--- src/rtl/bdd_pkg.sv ---
// rtl/bdd_pkg.sv - shared widths, node-word field offsets and FSM state enum for the BDD node walker
package bdd_pkg;

  localparam int BDD_ADDR_WIDTH  = 10;
  localparam int BDD_ACC_WIDTH   = 20;
  localparam int BDD_CLASS_WIDTH = 4;
  localparam int BDD_MAX_DEPTH   = 15;

  // Node word layout, LSB first: left | right | threshold | leaf flag
  localparam int LEFT_LSB = 0;

  function automatic int right_lsb(input int aw);
    return aw;
  endfunction

  function automatic int thr_lsb(input int aw);
    return 2 * aw;
  endfunction

  function automatic int leaf_bit(input int aw, input int accw);
    return 2 * aw + accw;
  endfunction

  function automatic int node_width(input int aw, input int accw);
    return leaf_bit(aw, accw) + 1;
  endfunction

  typedef enum logic [2:0] {
    ST_IDLE     = 3'd0,
    ST_FETCH    = 3'd1,
    ST_LOAD     = 3'd2,
    ST_WAIT_ACC = 3'd3,
    ST_DECIDE   = 3'd4,
    ST_DONE     = 3'd5
  } bdd_state_e;

endpackage

--- src/rtl/bdd_node_decode.sv ---
// rtl/bdd_node_decode.sv - combinational split of a node word into leaf flag, threshold, children and class
module bdd_node_decode
  import bdd_pkg::*;
#(
  parameter int ADDR_WIDTH  = BDD_ADDR_WIDTH,
  parameter int ACC_WIDTH   = BDD_ACC_WIDTH,
  parameter int CLASS_WIDTH = BDD_CLASS_WIDTH,
  localparam int NODE_WIDTH = node_width(ADDR_WIDTH, ACC_WIDTH)
) (
  input  logic [NODE_WIDTH-1:0]  node_data,
  output logic                   leaf,
  output logic [ACC_WIDTH-1:0]   threshold,
  output logic [ADDR_WIDTH-1:0]  right,
  output logic [ADDR_WIDTH-1:0]  left,
  output logic [CLASS_WIDTH-1:0] leaf_class
);

  localparam int RIGHT_LSB = right_lsb(ADDR_WIDTH);
  localparam int THR_LSB   = thr_lsb(ADDR_WIDTH);
  localparam int LEAF_BIT  = leaf_bit(ADDR_WIDTH, ACC_WIDTH);

  // Leaf class overlays the low bits; the other fields are meaningless for a leaf.
  always_comb begin
    leaf       = node_data[LEAF_BIT];
    threshold  = node_data[THR_LSB +: ACC_WIDTH];
    right      = node_data[RIGHT_LSB +: ADDR_WIDTH];
    left       = node_data[LEFT_LSB +: ADDR_WIDTH];
    leaf_class = node_data[CLASS_WIDTH-1:0];
  end

endmodule

--- src/rtl/bdd_node_walker.sv ---
// rtl/bdd_node_walker.sv - walks a threshold tree using MAC results until a leaf class is found
// Optional depth-limit abort is enabled by defining BDD_DEPTH_GUARD_EN.
module bdd_node_walker
  import bdd_pkg::*;
#(
  parameter int ADDR_WIDTH  = BDD_ADDR_WIDTH,
  parameter int ACC_WIDTH   = BDD_ACC_WIDTH,
  parameter int CLASS_WIDTH = BDD_CLASS_WIDTH,
  parameter int MAX_DEPTH   = BDD_MAX_DEPTH,
  localparam int NODE_WIDTH = node_width(ADDR_WIDTH, ACC_WIDTH)
) (
  input  logic                   clk,
  input  logic                   rst_n,
  input  logic                   start,
  input  logic [ADDR_WIDTH-1:0]  root_addr,
  output logic                   busy,
  output logic                   done,
  output logic [CLASS_WIDTH-1:0] class_out,
  output logic                   err,
  output logic                   node_rd_en,
  output logic [ADDR_WIDTH-1:0]  node_addr,
  input  logic [NODE_WIDTH-1:0]  node_data,
  output logic                   mac_start,
  output logic [ADDR_WIDTH-1:0]  mac_node,
  input  logic                   acc_valid,
  input  logic [ACC_WIDTH-1:0]   acc
);

  bdd_state_e state_q, state_d;

  logic [ADDR_WIDTH-1:0]  cur_q, cur_d;
  logic [ADDR_WIDTH-1:0]  left_q, left_d;
  logic [ADDR_WIDTH-1:0]  right_q, right_d;
  logic [ADDR_WIDTH-1:0]  mac_node_q, mac_node_d;
  logic [ACC_WIDTH-1:0]   thr_q, thr_d;
  logic [ACC_WIDTH-1:0]   acc_q, acc_d;
  logic [CLASS_WIDTH-1:0] class_q, class_d;

  logic                   dec_leaf;
  logic [ACC_WIDTH-1:0]   dec_thr;
  logic [ADDR_WIDTH-1:0]  dec_right;
  logic [ADDR_WIDTH-1:0]  dec_left;
  logic [CLASS_WIDTH-1:0] dec_class;

`ifdef BDD_DEPTH_GUARD_EN
  localparam int DEPTH_W = ($clog2(MAX_DEPTH + 1) < 4) ? 4 : $clog2(MAX_DEPTH + 1);
  logic [DEPTH_W-1:0] depth_q, depth_d;
  logic               err_q, err_d;
  logic               depth_hit;
  assign depth_hit = (depth_q == DEPTH_W'(MAX_DEPTH));
`else
  logic unused_max_depth;
  assign unused_max_depth = (MAX_DEPTH != 0);
`endif

  bdd_node_decode #(
    .ADDR_WIDTH  (ADDR_WIDTH),
    .ACC_WIDTH   (ACC_WIDTH),
    .CLASS_WIDTH (CLASS_WIDTH)
  ) u_decode (
    .node_data  (node_data),
    .leaf       (dec_leaf),
    .threshold  (dec_thr),
    .right      (dec_right),
    .left       (dec_left),
    .leaf_class (dec_class)
  );

  always_ff @(posedge clk or negedge rst_n) begin
    if (!rst_n) begin
      state_q <= ST_IDLE;
    end else begin
      state_q <= state_d;
    end
  end

  always_ff @(posedge clk or negedge rst_n) begin
    if (!rst_n) begin
      cur_q      <= '0;
      left_q     <= '0;
      right_q    <= '0;
      mac_node_q <= '0;
      thr_q      <= '0;
      acc_q      <= '0;
      class_q    <= '0;
`ifdef BDD_DEPTH_GUARD_EN
      depth_q    <= '0;
      err_q      <= 1'b0;
`endif
    end else begin
      cur_q      <= cur_d;
      left_q     <= left_d;
      right_q    <= right_d;
      mac_node_q <= mac_node_d;
      thr_q      <= thr_d;
      acc_q      <= acc_d;
      class_q    <= class_d;
`ifdef BDD_DEPTH_GUARD_EN
      depth_q    <= depth_d;
      err_q      <= err_d;
`endif
    end
  end

  always_comb begin
    state_d = state_q;
    case (state_q)
      ST_IDLE:     if (start) state_d = ST_FETCH;
      ST_FETCH:    state_d = ST_LOAD;
      ST_LOAD:     state_d = dec_leaf ? ST_DONE : ST_WAIT_ACC;
      ST_WAIT_ACC: if (acc_valid) state_d = ST_DECIDE;
`ifdef BDD_DEPTH_GUARD_EN
      ST_DECIDE:   state_d = depth_hit ? ST_DONE : ST_FETCH;
`else
      ST_DECIDE:   state_d = ST_FETCH;
`endif
      ST_DONE:     state_d = ST_IDLE;
      default:     state_d = ST_IDLE;
    endcase
  end

  // Result registers are loaded on entry to DONE so they are valid alongside done.
  always_comb begin
    cur_d      = cur_q;
    left_d     = left_q;
    right_d    = right_q;
    mac_node_d = mac_node_q;
    thr_d      = thr_q;
    acc_d      = acc_q;
    class_d    = class_q;
`ifdef BDD_DEPTH_GUARD_EN
    depth_d    = depth_q;
    err_d      = err_q;
`endif
    case (state_q)
      ST_IDLE: begin
        if (start) begin
          cur_d = root_addr;
`ifdef BDD_DEPTH_GUARD_EN
          depth_d = '0;
`endif
        end
      end
      ST_LOAD: begin
        thr_d   = dec_thr;
        left_d  = dec_left;
        right_d = dec_right;
        if (dec_leaf) begin
          class_d = dec_class;
`ifdef BDD_DEPTH_GUARD_EN
          err_d   = 1'b0;
`endif
        end else begin
          mac_node_d = cur_q;
        end
      end
      ST_WAIT_ACC: begin
        if (acc_valid) acc_d = acc;
      end
      ST_DECIDE: begin
`ifdef BDD_DEPTH_GUARD_EN
        if (depth_hit) begin
          class_d = '0;
          err_d   = 1'b1;
        end else begin
          cur_d   = (acc_q >= thr_q) ? right_q : left_q;
          depth_d = depth_q + DEPTH_W'(1);
        end
`else
        cur_d = (acc_q >= thr_q) ? right_q : left_q;
`endif
      end
      default: begin
      end
    endcase
  end

  always_comb begin
    busy       = (state_q != ST_IDLE);
    done       = (state_q == ST_DONE);
    node_rd_en = (state_q == ST_FETCH);
    mac_start  = (state_q == ST_LOAD) && !dec_leaf;
    node_addr  = cur_q;
    mac_node   = mac_node_q;
    class_out  = class_q;
`ifdef BDD_DEPTH_GUARD_EN
    err        = err_q;
`else
    err        = 1'b0;
`endif
  end

endmodule
--- config.mk ---
export PLATFORM = sky130hd
export DESIGN_NAME = bdd_node_walker
export DESIGN_NICKNAME = d
export VERILOG_FILES = /design/src/rtl/bdd_pkg.sv /design/src/rtl/bdd_node_decode.sv /design/src/rtl/bdd_node_walker.sv
export SDC_FILE = /design/constraint.sdc
export NUM_CORES = 1
export LEC_CHECK = 0
export ABC_AREA = 1
export CORE_UTILIZATION = 29
export CTS_CLUSTER_SIZE = 40
export DETAILED_ROUTE_END_ITERATION = 7
export GPL_TIMING_DRIVEN = 0
export PLACE_DENSITY = 0.51
export SLEW_MARGIN = 30
export SYNTH_ARGS = -nofsm -noshare
export SYNTH_HDL_FRONTEND = slang
export SYNTH_SLANG_ARGS = --single-unit
export TNS_END_PERCENT = 1
--- constraint.sdc ---
create_clock -name clk -period 2.2 [get_ports clk]
set_input_delay 0.66 -clock clk [delete_from_list [all_inputs] [get_ports clk]]
set_output_delay 0.66 -clock clk [all_outputs]
set_load 0.005 [all_outputs]
# [Word-level counts from Yosys, hierarchy flattened]
# Cells that the tools add are included.
[word_totals] reg_bits=87 in_bits=75 output_inout_bits=29 word_cells=34
[op_classes] magnitude_cmp=1 eq_ne=7 n_mux=7 bitwise_logic=1 reduce_logical=10
[op_table] operator="$ge 20x20->1" n=1
[op_table] operator="$mux 10" n=2
[op_table] operator="$pmux 10 s2" n=1
[op_table] operator="$pmux 3 s5" n=1
[op_table] operator="$reduce_and 2->1" n=5
[op_table] operator="$mux 3" n=3
[op_table] operator="$eq 3x2->1 const B" n=2
[op_table] operator="$eq 3x3->1 const B" n=2
[op_table] operator="$ne 2x2->1 const B" n=2
[op_table] operator="$eq 3x1->1 const B" n=1
[op_table] operator="$logic_not 3->1" n=1
[op_table] operator="$reduce_bool 3->1" n=1
[op_table] operator="$reduce_bool 2->1" n=1
[op_table] operator="$logic_and 1x1->1" n=1
[op_table] operator="$logic_not 1->1" n=1
[op_table] operator="$not 1->1" n=1

# [Depth between registers and ports, before layout]
[depth] depth_word=3 depth_mapped=15 mapped_depth_nobuf=15

# [Hierarchy]
# A second synthesis with hierarchy kept.
[unflattened] hier_cells=524 hier_area_um2=4644.5
[by_module_without_submodules] mod="bdd_node_walker" n_inst=1 cells_per_inst=479 area_each_um2=4306.6 seq_area_each_um2=2177.1
[by_module_without_submodules] mod="bdd_node_decode" n_inst=1 cells_per_inst=45 area_each_um2=337.8 seq_area_each_um2=0.0

# [Worst setup path before layout]
# OpenSTA, ideal clock, no wires.
[synth_path] path_type="reg2out" from="register state_q[2]" to="output port mac_start" arrival_time_ns=1.108 required_ns=1.540 setup_slack_ns=0.432 stages_incl_launch_ff=6 path_buffers=2 cell_sequence="dfrtp_1 nor3_2 buf_4 inv_2 nor2_4 buf_4"
[synth_via] elab_chain_cells=2
[synth_lines] element="from (decl)" line_no="bdd_node_walker.sv:29" source="bdd_state_e state_q, state_d;"
[synth_lines] element="from (signal assigned)" line_no="bdd_node_walker.sv:73" source="state_q <= state_d;"
[synth_lines] element="$eq 3x2->1" line_no="bdd_node_walker.sv:182" source="mac_start = (state_q == ST_LOAD) && !dec_leaf;"
[synth_lines] element="$logic_and 1x1->1" line_no="bdd_node_walker.sv:182"
[synth_lines] element="to (decl)" line_no="bdd_node_walker.sv:23" source="output logic mac_start,"
# Every way passes these cells.

# [Final worst setup path]
# Same ends and word-level chain as after synthesis.

==> results.cfg <==
[outcome]
outcome = completed

[layout]
insertedDiodeCount = 0
area.sequential_um2 = 2180
layoutNonFillerInstCount = 747
fill_cells = 1447
post_route_cells_drive_above_1_share_pct = 17.2
net_count_of_the_finished_layout = 655
finalCoreUtilization_pct = 40.6
multi_input_comb_area_um2 = 1790
syn_to_final_growth_pct = 37.5

[worst_setup_path]
critical_path.top_delay_family = flip-flops
critical_setup_path_class = register to primary output
cpMaxStageDelayCell = sky130_fd_sc_hd__dfrtp_2
worst_r2r_path_depth = 10
critPathBufInv = 3
startpoint_class = register
critical_path_arrival_ps = 1460
r2r-start = acc_q[19]
worst_r2r_endpoint = node_addr[0]
reg2reg_setup_slack_ps = 310
crit_path_cell_trace = nor3_4 > inv_2 > nor2_4 > buf_6 > buf_6
critical_path.most_common_cell = sky130_fd_sc_hd__buf_6
required_ps = 1540
critical_path_maximum_fanout = 5
timing.critical_path.to_type = primary output
crit_path_max_incr_delay_ps = 460

[yosys]
syn_area_per_cell_um2 = 9.67
postSynthRegisterBits = 87
synth.distinct_cells = 27
postSynthCellCount = 442
syn_nets = 537
synth.yosys.warnings = 0
synth_seq_area_share_pct = 50.9
syn_area_um2 = 4280

[sta]
max_clock_freq_ghz = 0.472
hold_viol = 0
finalSetupTns_ps = 0
setup_viol_count_final = 0
worst_clock_skew_ps = 4.13
rsz0062_at_grt = false
min_cycle_time_layout_ps = 2120
timing.final.max_slew_violations = 0
final_min_period_over_clock_period_pct = 96.4

[floorplan]
initial_core_util_pct = 29.5
top_level_ports = 104
die_y_um = 123
floorplan.die_area_um2 = 15200
placeableCoreArea_um2 = 14500
placement_rows = 44
die_width_um = 123

[pwr]
power_density_nw_per_um2 = 1400
ir_drop_mv = 0.501
total_leakage_power_nw = 2.75
report.power.total_mw = 8.22

[global_route]
grt_start_max_net_pins = 46
first_global_vias = 3318
antenna_found_initial = 0
grt_overflow_total = 0
global_route_wire_length_before_repair_um = 16800
track_usage_pct = 14.9

[detailed_routing]
firstDrtPassIters = 4
drc = 0
first_iter_violations = 143
drtAntennaViolNets = 0
routed_wl_um = 10600
via_per_inst = 4.40
dr_total_vias = 3290
routedWlPerCell_um = 14.1

[clocking]
insertion_delay_of_the_later_clocked_pin_in_the_worst_skew_pair_ps = 340
cts_tree = done
cts_buffers = 9
cts.clk_slew.worst_paths_ps = 60
tritoncts_num_sinks = 87
ctsHtreeMaxLevel = 3
clock-root-buffer = sky130_fd_sc_hd__clkbuf_16
clk_path_buf_depth = 2

[job]
maxCapViolations = 0

[min_path]
timing.hold.worst.class = input port to async pin

[placed_design]
place_hpwl_um = 7700
place_inst = 729
finalWeightedCongestion = 0.755
buffer_ports.inserted = 102
## logic make-up after synthesis
| kind of cell | Yosys count | synth area share, % |
|---|---|---|
| AND/OR/NAND/NOR | 164 | 18.3 |
| flip-flops | 87 | 50.9 |
| buffers and inverters | 76 | 7.76 |
| AO/OA/AOI/OAI | 71 | 9.39 |
| multiplexers | 23 | 7.64 |
| adder cells (fa/ha/maj) | 20 | 5.85 |
| other | 1 | 0.0877 |
## state kept, by name, summed over array words and instances (netlist names)
name / count
thr_q: 20
acc_q: 20
state_q: 3
left_q: 10
right_q: 10
mac_node: 10
class_out: 4
node_addr: 10
## synth_stat cells
cell type                    n  area, um^2
sky130_fd_sc_hd__buf_2       4        20.0
sky130_fd_sc_hd__a21oi_2    11        96.3
sky130_fd_sc_hd__inv_2       6        22.5
sky130_fd_sc_hd__nor3_1      2        10.0
sky130_fd_sc_hd__o21ai_0    41         205
sky130_fd_sc_hd__nor3_4      1        16.3
sky130_fd_sc_hd__mux2_1      5        56.3
sky130_fd_sc_hd__a21o_1      2        15.0
sky130_fd_sc_hd__nand2_2     3        18.8
sky130_fd_sc_hd__nor3_2      1        10.0
sky130_fd_sc_hd__a21oi_1    16        80.1
sky130_fd_sc_hd__nand2_1   112         420
sky130_fd_sc_hd__clkbuf_1    5        18.8
sky130_fd_sc_hd__inv_1      50         188
sky130_fd_sc_hd__buf_6       3        33.8
sky130_fd_sc_hd__dfrtp_1    87        2180
sky130_fd_sc_hd__clkinv_1    3        11.3
sky130_fd_sc_hd__nor2_2      1        6.26
sky130_fd_sc_hd__ha_1       20         250
sky130_fd_sc_hd__buf_4       5        37.5
sky130_fd_sc_hd__o21ai_1     1        5.00
sky130_fd_sc_hd__nand4_1     2        12.5
sky130_fd_sc_hd__mux2_4     18         270
sky130_fd_sc_hd__nor2_4      1        11.3
sky130_fd_sc_hd__nor2_1     21        78.8
sky130_fd_sc_hd__nand3_2    20         200
sky130_fd_sc_hd__conb_1      1        3.75
## what timing repair did
action                                  CTS  global route
endpoints found under the setup margin    4             1
gates resized for setup                  14             2
setup buffers                             4             1
hold buffers                              0             0
pin swaps                                 2             2
## power breakdown
part           internal (mW)  total, mW  switching [mW]
Combinational           1.87       4.00            2.14
Sequential              2.41       2.80           0.390
Clock                  0.813       1.42           0.604
Total                   5.09       8.22            3.13
## placed cells by master, fill, tap and decap left out, types with 3 or more instances in the layout
master,count
sky130_fd_sc_hd__clkbuf_1,7
sky130_fd_sc_hd__buf_4,8
sky130_fd_sc_hd__mux2_1,5
sky130_fd_sc_hd__clkinv_1,3
sky130_fd_sc_hd__buf_2,4
sky130_fd_sc_hd__clkbuf_16,9
sky130_fd_sc_hd__ha_1,20
sky130_fd_sc_hd__buf_6,6
sky130_fd_sc_hd__inv_1,50
sky130_fd_sc_hd__clkdlybuf4s50_1,96
sky130_fd_sc_hd__a21oi_1,16
sky130_fd_sc_hd__nor3_4,3
sky130_fd_sc_hd__a21oi_2,11
sky130_fd_sc_hd__nor2_1,20
sky130_fd_sc_hd__o21ai_0,41
sky130_fd_sc_hd__nand2_2,3
sky130_fd_sc_hd__inv_2,6
sky130_fd_sc_hd__nand2_1,112
sky130_fd_sc_hd__dfrtp_1,85
sky130_fd_sc_hd__dlygate4sd2_1,4
sky130_fd_sc_hd__mux2_4,18
sky130_fd_sc_hd__nand3_2,20
## stage by stage
stage / cell area (um^2) / worst slack, ps / hold WS (ps)
after floorplan: 4280 / 432 / 364
after global placement: 5530 / -2920 / 453
after detailed placement: 5560 / -572 / 457
after CTS: 5870 / 6.93 / 242
after global routing: 5880 / 4.08 / 242
final: 5880 / 79.7 / 233
## layer usage
layer,track usage [%],share of wire [%],vias to the layer above
met5,0,0,-
met4,4.89,1.5,0
met3,4.75,5.4,13
met2,24.1,45,82
met1,18.7,48,1551
li1,-,-,1644
## layout make-up
type	count	share of cell area, %
Buffer	16	1.81
Clock buffer	13	4.43
Clock inverter	1	0.0851
Inverter	59	3.77
Multi-Input combinational cell	279	30.5
Sequential cell	87	37.1
Tap cell	184	3.92
Timing Repair Buffer	108	18.4
## worst max-delay path by stage
stage | from | to | slack [ps] | depth (start not counted)
2_1_floorplan | state_q[2] | mac_start | 430 | 5
3_3_place_gp | rst_n | acc_q[16] | -2920 | 1
3_5_place_dp | node_data[40] | mac_start | -570 | 4
4_1_cts | state_q[0] | mac_start | 7 | 6
5_1_grt | state_q[2] | mac_start | 4 | 5
6_report | state_q[2] | mac_start | 80 | 5
Note: power is estimated with default switching activity, not from simulation.
